`config.mk`:
```
export PLATFORM = sky130hd
export DESIGN_NAME = wb_queue_rv
export DESIGN_NICKNAME = d
export VERILOG_FILES = /design/src/rtl/wb_queue_rv.sv
export SDC_FILE = /design/constraint.sdc
export NUM_CORES = 1
export LEC_CHECK = 0
export CORE_MARGIN = 1
export CORE_UTILIZATION = 45
export DETAILED_ROUTE_END_ITERATION = 10
export PLACE_DENSITY = 0.7
export SLEW_MARGIN = 20
export SYNTH_ARGS = -nofsm -noshare
export SYNTH_HDL_FRONTEND = slang
export SYNTH_SLANG_ARGS = --single-unit
export TNS_END_PERCENT = 100
```
`constraint.sdc`:
```
create_clock -name clk -period 4.6 [get_ports clk]
set_input_delay 0.92 -clock clk [delete_from_list [all_inputs] [get_ports clk]]
set_output_delay 0.92 -clock clk [all_outputs]
set_load 0.05 [all_outputs]
```
`src/rtl/wb_queue_rv.sv`:
```
// Writeback queue: round-robin collection of producer results into an in-order FIFO
// that drains into the single register-file write port, with youngest-match forwarding.
module wb_queue_rv #(
    parameter int NSRC     = 2,
    parameter int NRWORD   = 2,
    parameter int BITWIDTH = 32,
    parameter int ADDRW    = 5,
    parameter int DEPTH    = 4
) (
    input  logic                      clk,
    input  logic                      rst,
    input  logic [NSRC-1:0]           src_valid,
    output logic [NSRC-1:0]           src_ready,
    input  logic [ADDRW-1:0]          src_rd   [NSRC],
    input  logic [BITWIDTH-1:0]       src_data [NSRC],
    input  logic                      rf_stall,
    output logic                      rf_wr,
    output logic                      rf_wd,
    output logic [BITWIDTH-1:0]       rf_write_reg,
    output logic [BITWIDTH-1:0]       rf_write_data,
    input  logic [ADDRW-1:0]          fwd_reg  [NRWORD],
    output logic [NRWORD-1:0]         fwd_hit,
    output logic [BITWIDTH-1:0]       fwd_data [NRWORD],
    output logic [$clog2(DEPTH):0]    count
);

    localparam int PW  = $clog2(DEPTH);
    localparam int RRW = (NSRC > 1) ? $clog2(NSRC) : 1;

    logic [ADDRW-1:0]    q_rd   [DEPTH];
    logic [BITWIDTH-1:0] q_data [DEPTH];

    logic [PW:0]      wr_ptr;
    logic [PW:0]      rd_ptr;
    logic [RRW-1:0]   rr_ptr;
    logic [RRW-1:0]   rr_next;
    logic [RRW-1:0]   grant_idx;
    logic             grant_any;
    logic             full;
    logic             empty;
    logic             accept;
    logic             enq;
    logic             pop;
    logic [ADDRW-1:0] acc_rd;
    logic [PW-1:0]    head;

    // Occupancy falls out of the wrap-bit pointers, so reset clears it with them.
    assign count = wr_ptr - rd_ptr;
    assign full  = (count == (PW+1)'(DEPTH));
    assign empty = (count == '0);
    assign head  = rd_ptr[PW-1:0];

    always_comb begin
        logic [RRW:0] idx;
        idx       = '0;
        grant_any = 1'b0;
        grant_idx = '0;
        for (int unsigned k = 0; k < NSRC; k++) begin
            idx = {1'b0, rr_ptr} + (RRW+1)'(k);
            if (idx >= (RRW+1)'(NSRC)) begin
                idx = idx - (RRW+1)'(NSRC);
            end
            if (!grant_any && src_valid[idx[RRW-1:0]]) begin
                grant_any = 1'b1;
                grant_idx = idx[RRW-1:0];
            end
        end
    end

    assign accept    = grant_any & ~full & ~rst;
    assign src_ready = accept ? (NSRC'(1) << grant_idx) : '0;
    assign acc_rd    = src_rd[grant_idx];
    assign enq       = accept & (acc_rd != '0);
    assign rr_next   = (grant_idx == RRW'(NSRC - 1)) ? '0 : grant_idx + 1'b1;

    assign pop           = ~empty & ~rf_stall;
    assign rf_wr         = pop;
    assign rf_wd         = pop;
    assign rf_write_reg  = empty ? '0 : BITWIDTH'(q_rd[head]);
    assign rf_write_data = empty ? '0 : q_data[head];

    always_ff @(posedge clk or posedge rst) begin
        if (rst) begin
            wr_ptr <= '0;
            rd_ptr <= '0;
            rr_ptr <= '0;
        end else begin
            if (enq)    wr_ptr <= wr_ptr + 1'b1;
            if (pop)    rd_ptr <= rd_ptr + 1'b1;
            if (accept) rr_ptr <= rr_next;
        end
    end

    always_ff @(posedge clk) begin
        if (enq) begin
            q_rd[wr_ptr[PW-1:0]]   <= acc_rd;
            q_data[wr_ptr[PW-1:0]] <= src_data[grant_idx];
        end
    end

    // Scan oldest to youngest so the last match left standing is the youngest.
    always_comb begin
        logic [PW-1:0] slot;
        slot     = '0;
        fwd_hit  = '0;
        for (int unsigned i = 0; i < NRWORD; i++) begin
            fwd_data[i] = '0;
        end
        for (int unsigned i = 0; i < NRWORD; i++) begin
            for (int unsigned k = 0; k < DEPTH; k++) begin
                slot = head + PW'(k);
                if (((PW+1)'(k) < count) && (fwd_reg[i] != '0) && (q_rd[slot] == fwd_reg[i])) begin
                    fwd_hit[i]  = 1'b1;
                    fwd_data[i] = q_data[slot];
                end
            end
        end
    end

endmodule
```
# ---- After elaboration in Yosys (flattened, before gate mapping)
# Memory sizes are Yosys's and may differ from the RTL's.
# Index checks and enable logic that the tools add are counted.
dict set report classes {
  bitwise 9
  n_eq_ne 9
  reduce_logical 22
  magnitude_cmp 9
  n_addsub 10
  shifts 1
  n_mux 38
}
# cell count
set op_table {}
lappend op_table {{32-bit 2-to-1 mux} 12}
lappend op_table {{5-bit == test} 8}
lappend op_table {{1-bit 2-to-1 mux} 21}
lappend op_table {{5-bit 2-to-1 mux} 4}
lappend op_table {{1-bit logical AND} 17}
lappend op_table {{5-bit nonzero test} 3}
lappend op_table {{3-bit by 1-bit adder with 3-bit output (second input constant)} 2}
lappend op_table {{1-bit by 3-bit < comparator with 1-bit output (first input constant)} 2}
lappend op_table {{2-bit by 3-bit < comparator with 1-bit output (first input constant)} 2}
lappend op_table {{2-bit adder (second input constant)} 2}
lappend op_table {{1-bit AND} 4}
lappend op_table {{2-bit greater-or-equal comparator (second input constant)} 2}
lappend op_table {{1-bit by 2-bit < comparator with 1-bit output (second input constant)} 2}
lappend op_table {{1-bit inverter} 4}
lappend op_table {{3-bit == test (second input constant)} 1}
lappend op_table {{3-bit zero test} 1}
lappend op_table {{3-bit subtractor} 1}
lappend op_table {{1-bit by 1-bit adder with 2-bit output (second input constant)} 1}
lappend op_table {{2-bit by 1-bit adder with 2-bit output (second input constant)} 1}
lappend op_table {{1-bit by 2-bit greater-or-equal comparator with 1-bit output (second input constant)} 1}
lappend op_table {{2-bit 2-to-1 mux} 1}
lappend op_table {{1-bit inverter with 2-bit output} 1}
lappend op_table {{1-bit by 1-bit left shift with 2-bit output (first input constant)} 1}
lappend op_table {{1-bit subtractor (second input constant)} 2}
lappend op_table {{2 further kinds} 2}
dict set report word_totals {
  mem_count 2
  reg_bits 7
  out_inout_bits 137
  word_cells 103
  in_bits 89
  ram_bits 148
}
# memory depth word_bits read_ports rd_ports_with_merged_regs wr line
set memory_table {}
lappend memory_table {q_data 4 32 4 0 1 31} ;# logic [BITWIDTH-1:0] q_data [DEPTH];
lappend memory_table {q_rd 4 5 4 0 1 30} ;# logic [ADDRW-1:0] q_rd [DEPTH];

# ---- Depth between registers and ports, before layout
dict set report depth {
  depth_word 16
  depth_mapped 12
  depth_no_buf 10
}

# ---- Least setup slack after synthesis
# Ideal clock, no wire load.
dict set report synth_timing {
  kind {flip-flop to output port}
  start {register wr_ptr[0]}
  end {output port fwd_data[33] (netlist name)}
  arrival_ns 3.852
  path_buffers 0
  t_required_ns 3.680
  path_stages_with_launch 10
  path_slack_ns -0.172
  path_cell_list {dfrtp_1 inv_1 ha_1 fa_1 xnor3_1 inv_1 nor3_1 nor4b_4 nand3b_1 a211oi_1}
}
# element line
set synth_lines {}
lappend synth_lines {{start: declaration} 33} ;# logic [PW:0] wr_ptr;
lappend synth_lines {{start signal: assignment} 88} ;# if (enq) wr_ptr <= wr_ptr + 1'b1;
lappend synth_lines {{end: declaration} 23} ;# output logic [BITWIDTH-1:0] fwd_data [NRWORD],

==> flow_summary.ini <==
[run_status]
status = finished, violations left
violations = DRC

[yosys]
yosysTopAreaCellShare_pct = 36.85
synth-edff-count = 148
yosys_most_used_dff = edfxtp_1
syn_avg_cell_area_sq_um = 13.52
yosys-top-cells-area = edfxtp_1, mux4_2, mux2i_1, mux2_2, xnor2_1
netlist_area_sq_um = 12060
seq_area_frac_synth_pct = 38.31
synth_area_leader_cell = edfxtp_1
synth-seq-cells = 155
synth_common_cells = edfxtp_1, mux4_2, nand2_1
async_flop_share_pct = 4.516
synth_cells = 892
yosysWarningCount = 0
ys_types = 51

[global_route]
met1_usage_pct = 31.69
busiest_layer = met2
grt_pass1_wl_microns = 52980
grt_max_degree = 118
grtUsageMet2_pct = 44.47
first_global_vias = 9013
grt_overflow_total = 0
grt_usage_pct = 25.43
antenna_found_initial = 0
gr-usage-met3_pct = 4.373

[timing]
drv_slew = 0
fin_skew_ps = 8.954
setup_violations = 0
fmaxAchievable_mhz = 219.8
slew_headroom_pct = 46.22
hold_viol = 0
period_share_pct = 98.91
finalCriticalPeriod_ps = 4550
rsz0062_at_grt = yes
tightestPinTransition_ps = 806.7
setup_ws_ps = 50.11
fin_hold_ws_ps = 468.2

[critical_path]
crit_arrival_ps = 3630
crit_path_max_incr_delay_ps = 520
worstPathBufferInverterCount = 2
crit_type = reg -> out
cp_slowest_cell = dfrtp_4
crit_family = compound AO/OA/AOI/OAI gates
worst-path-max-fanout = 14
start_kind = flip-flop
worstPathRequired_ps = 3680
cp-end-kind = output pin
crit_chain = ha_1, fa_1, o21ai_0, nand3_1, or3_1, o211ai_4, buf_4, o211ai_2, buf_12

[clocking]
cts_tree = built
postCtsHoldBufs = 0
root_buffer = clkbuf_16
worstSkewPairLatency_ps = 420
clkSinkCount = 155
cts_max_path_buffers = 2
cts_made_buffers = 17
path_clk_slew_ps = 60
htree_num_levels = 4

[place]
hpwl_microns = 23630
place.gp.congestion = 0.9225
postPlaceCellArea_sq_um = 14690
portBuffers = 198
pre_cts_ws_ps = 175.4
place_inst = 1378

[routing]
ant_nets = 0
drc = 28
drt_iter0_markers = 813
wl_per_cell_microns = 24.09
dr.pass1.iters = 8
vias = 9137
drt_wl_total_microns = 34480
viasPerCell = 6.385

[layout]
stdcell_count = 1431
syn_to_final_growth_pct = 29.16
nNetsFinal = 1180
fill_cells = 1997
drive_above_1_share_pct = 39.96
fin_area_sq_um = 15570
diodes = 0

[floorplan]
fp-row-count = 59
start_util_pct = 46.02
dieArea_sq_um = 27460
core-area_sq_um = 26210
die_h_microns = 165.7
die_x_microns = 165.7
ioPinCount = 226

[flow_run]
max_cap_violations = 0

[min_path]
holdCritPathClass = reg -> reg
-- metrics by stage --
stage          TNS (ps)  utilization (%)
2_1_floorplan         0                -
3_3_place_gp          0            56.06
3_5_place_dp          0            56.06
4_1_cts        -0.02687            58.63
5_1_grt          -73.13            59.43
6_report              0            59.43
-- worst paths after layout --
kind / start / end / slack, ps / depth (start not counted)
worst max-delay path: rd_ptr[0] / fwd_data[62] / 50 / 9
worst min-delay path: rr_ptr / rr_ptr / 470 / 1
worst max register to register: rd_ptr[0] / q_data[0][6] / 980 / 11
worst min register to register: rr_ptr / rr_ptr / 470 / 1
max in group asynchronous: rst / rd_ptr[0] / 3550 / 2
min in group asynchronous: rst / wr_ptr[0] / 810 / 2
-- cell families (layout without fill, tap and decap cells) --
family	after synthesis	in the layout	share of synthesized area [%]
mux	244	244	36.00
simple gates	223	223	9.369
flops	155	155	38.31
buf+inv	129	307	5.551
compound gates	90	90	6.589
xor+xnor	43	43	3.362
fa+ha+maj	7	7	0.7885
other cells	1	27	0.03110
-- what timing repair did --
action,CTS,global route
cloned,1,0
setup buffers,3,18
endpoints found under the setup margin,57,59
resized for setup,10,7
pin swaps,8,7
-- layout make-up --
class	instances	area (sq um)	area share (%)
Multi-Input combinational cell	634	7048	45.25
Sequential cell	155	4627	29.71
Timing Repair Buffer	261	2821	18.12
Clock buffer	19	432.9	2.780
Tap cell	335	419.2	2.691
Clock inverter	12	170.2	1.093
Inverter	15	56.30	0.3615
-- layout by cell type (no fill, tap or decap), types with 31 or more instances in the layout --
cell type and n:
edfxtp_1 148, nor2b_1 37, mux2i_1 58, buf_4 111, xnor2_1 31, clkdlybuf4s50_1 97
buf_12 48, nand3_1 50, nand2_1 71, mux2_2 38, mux4_2 148
-- registers in the layout, indices dropped and copies added (netlist names) --
signal  flops
rd_ptr      3
q_data    128
wr_ptr      3
rr_ptr      1
q_rd       20
-- worst register-to-register path: stages (launching register included) --
cell	delay, ps
dfrtp_4	520
ha_1	210
fa_1	370
xnor3_1	300
inv_2	100
buf_4	140
a31oi_1	220
o21a_1	190
o31ai_1	90
buf_4	180
nor2_4	390
buf_4	530
-- per-layer routing --
metal,vias to the layer above,wire length (microns)
li1,3912,-
met1,4673,13160
met2,489,17820
met3,63,2572
met4,0,916
met5,-,0
Power is not shown: default switching activity piles up to over one toggle a cycle in this logic, so the estimate is an artifact.
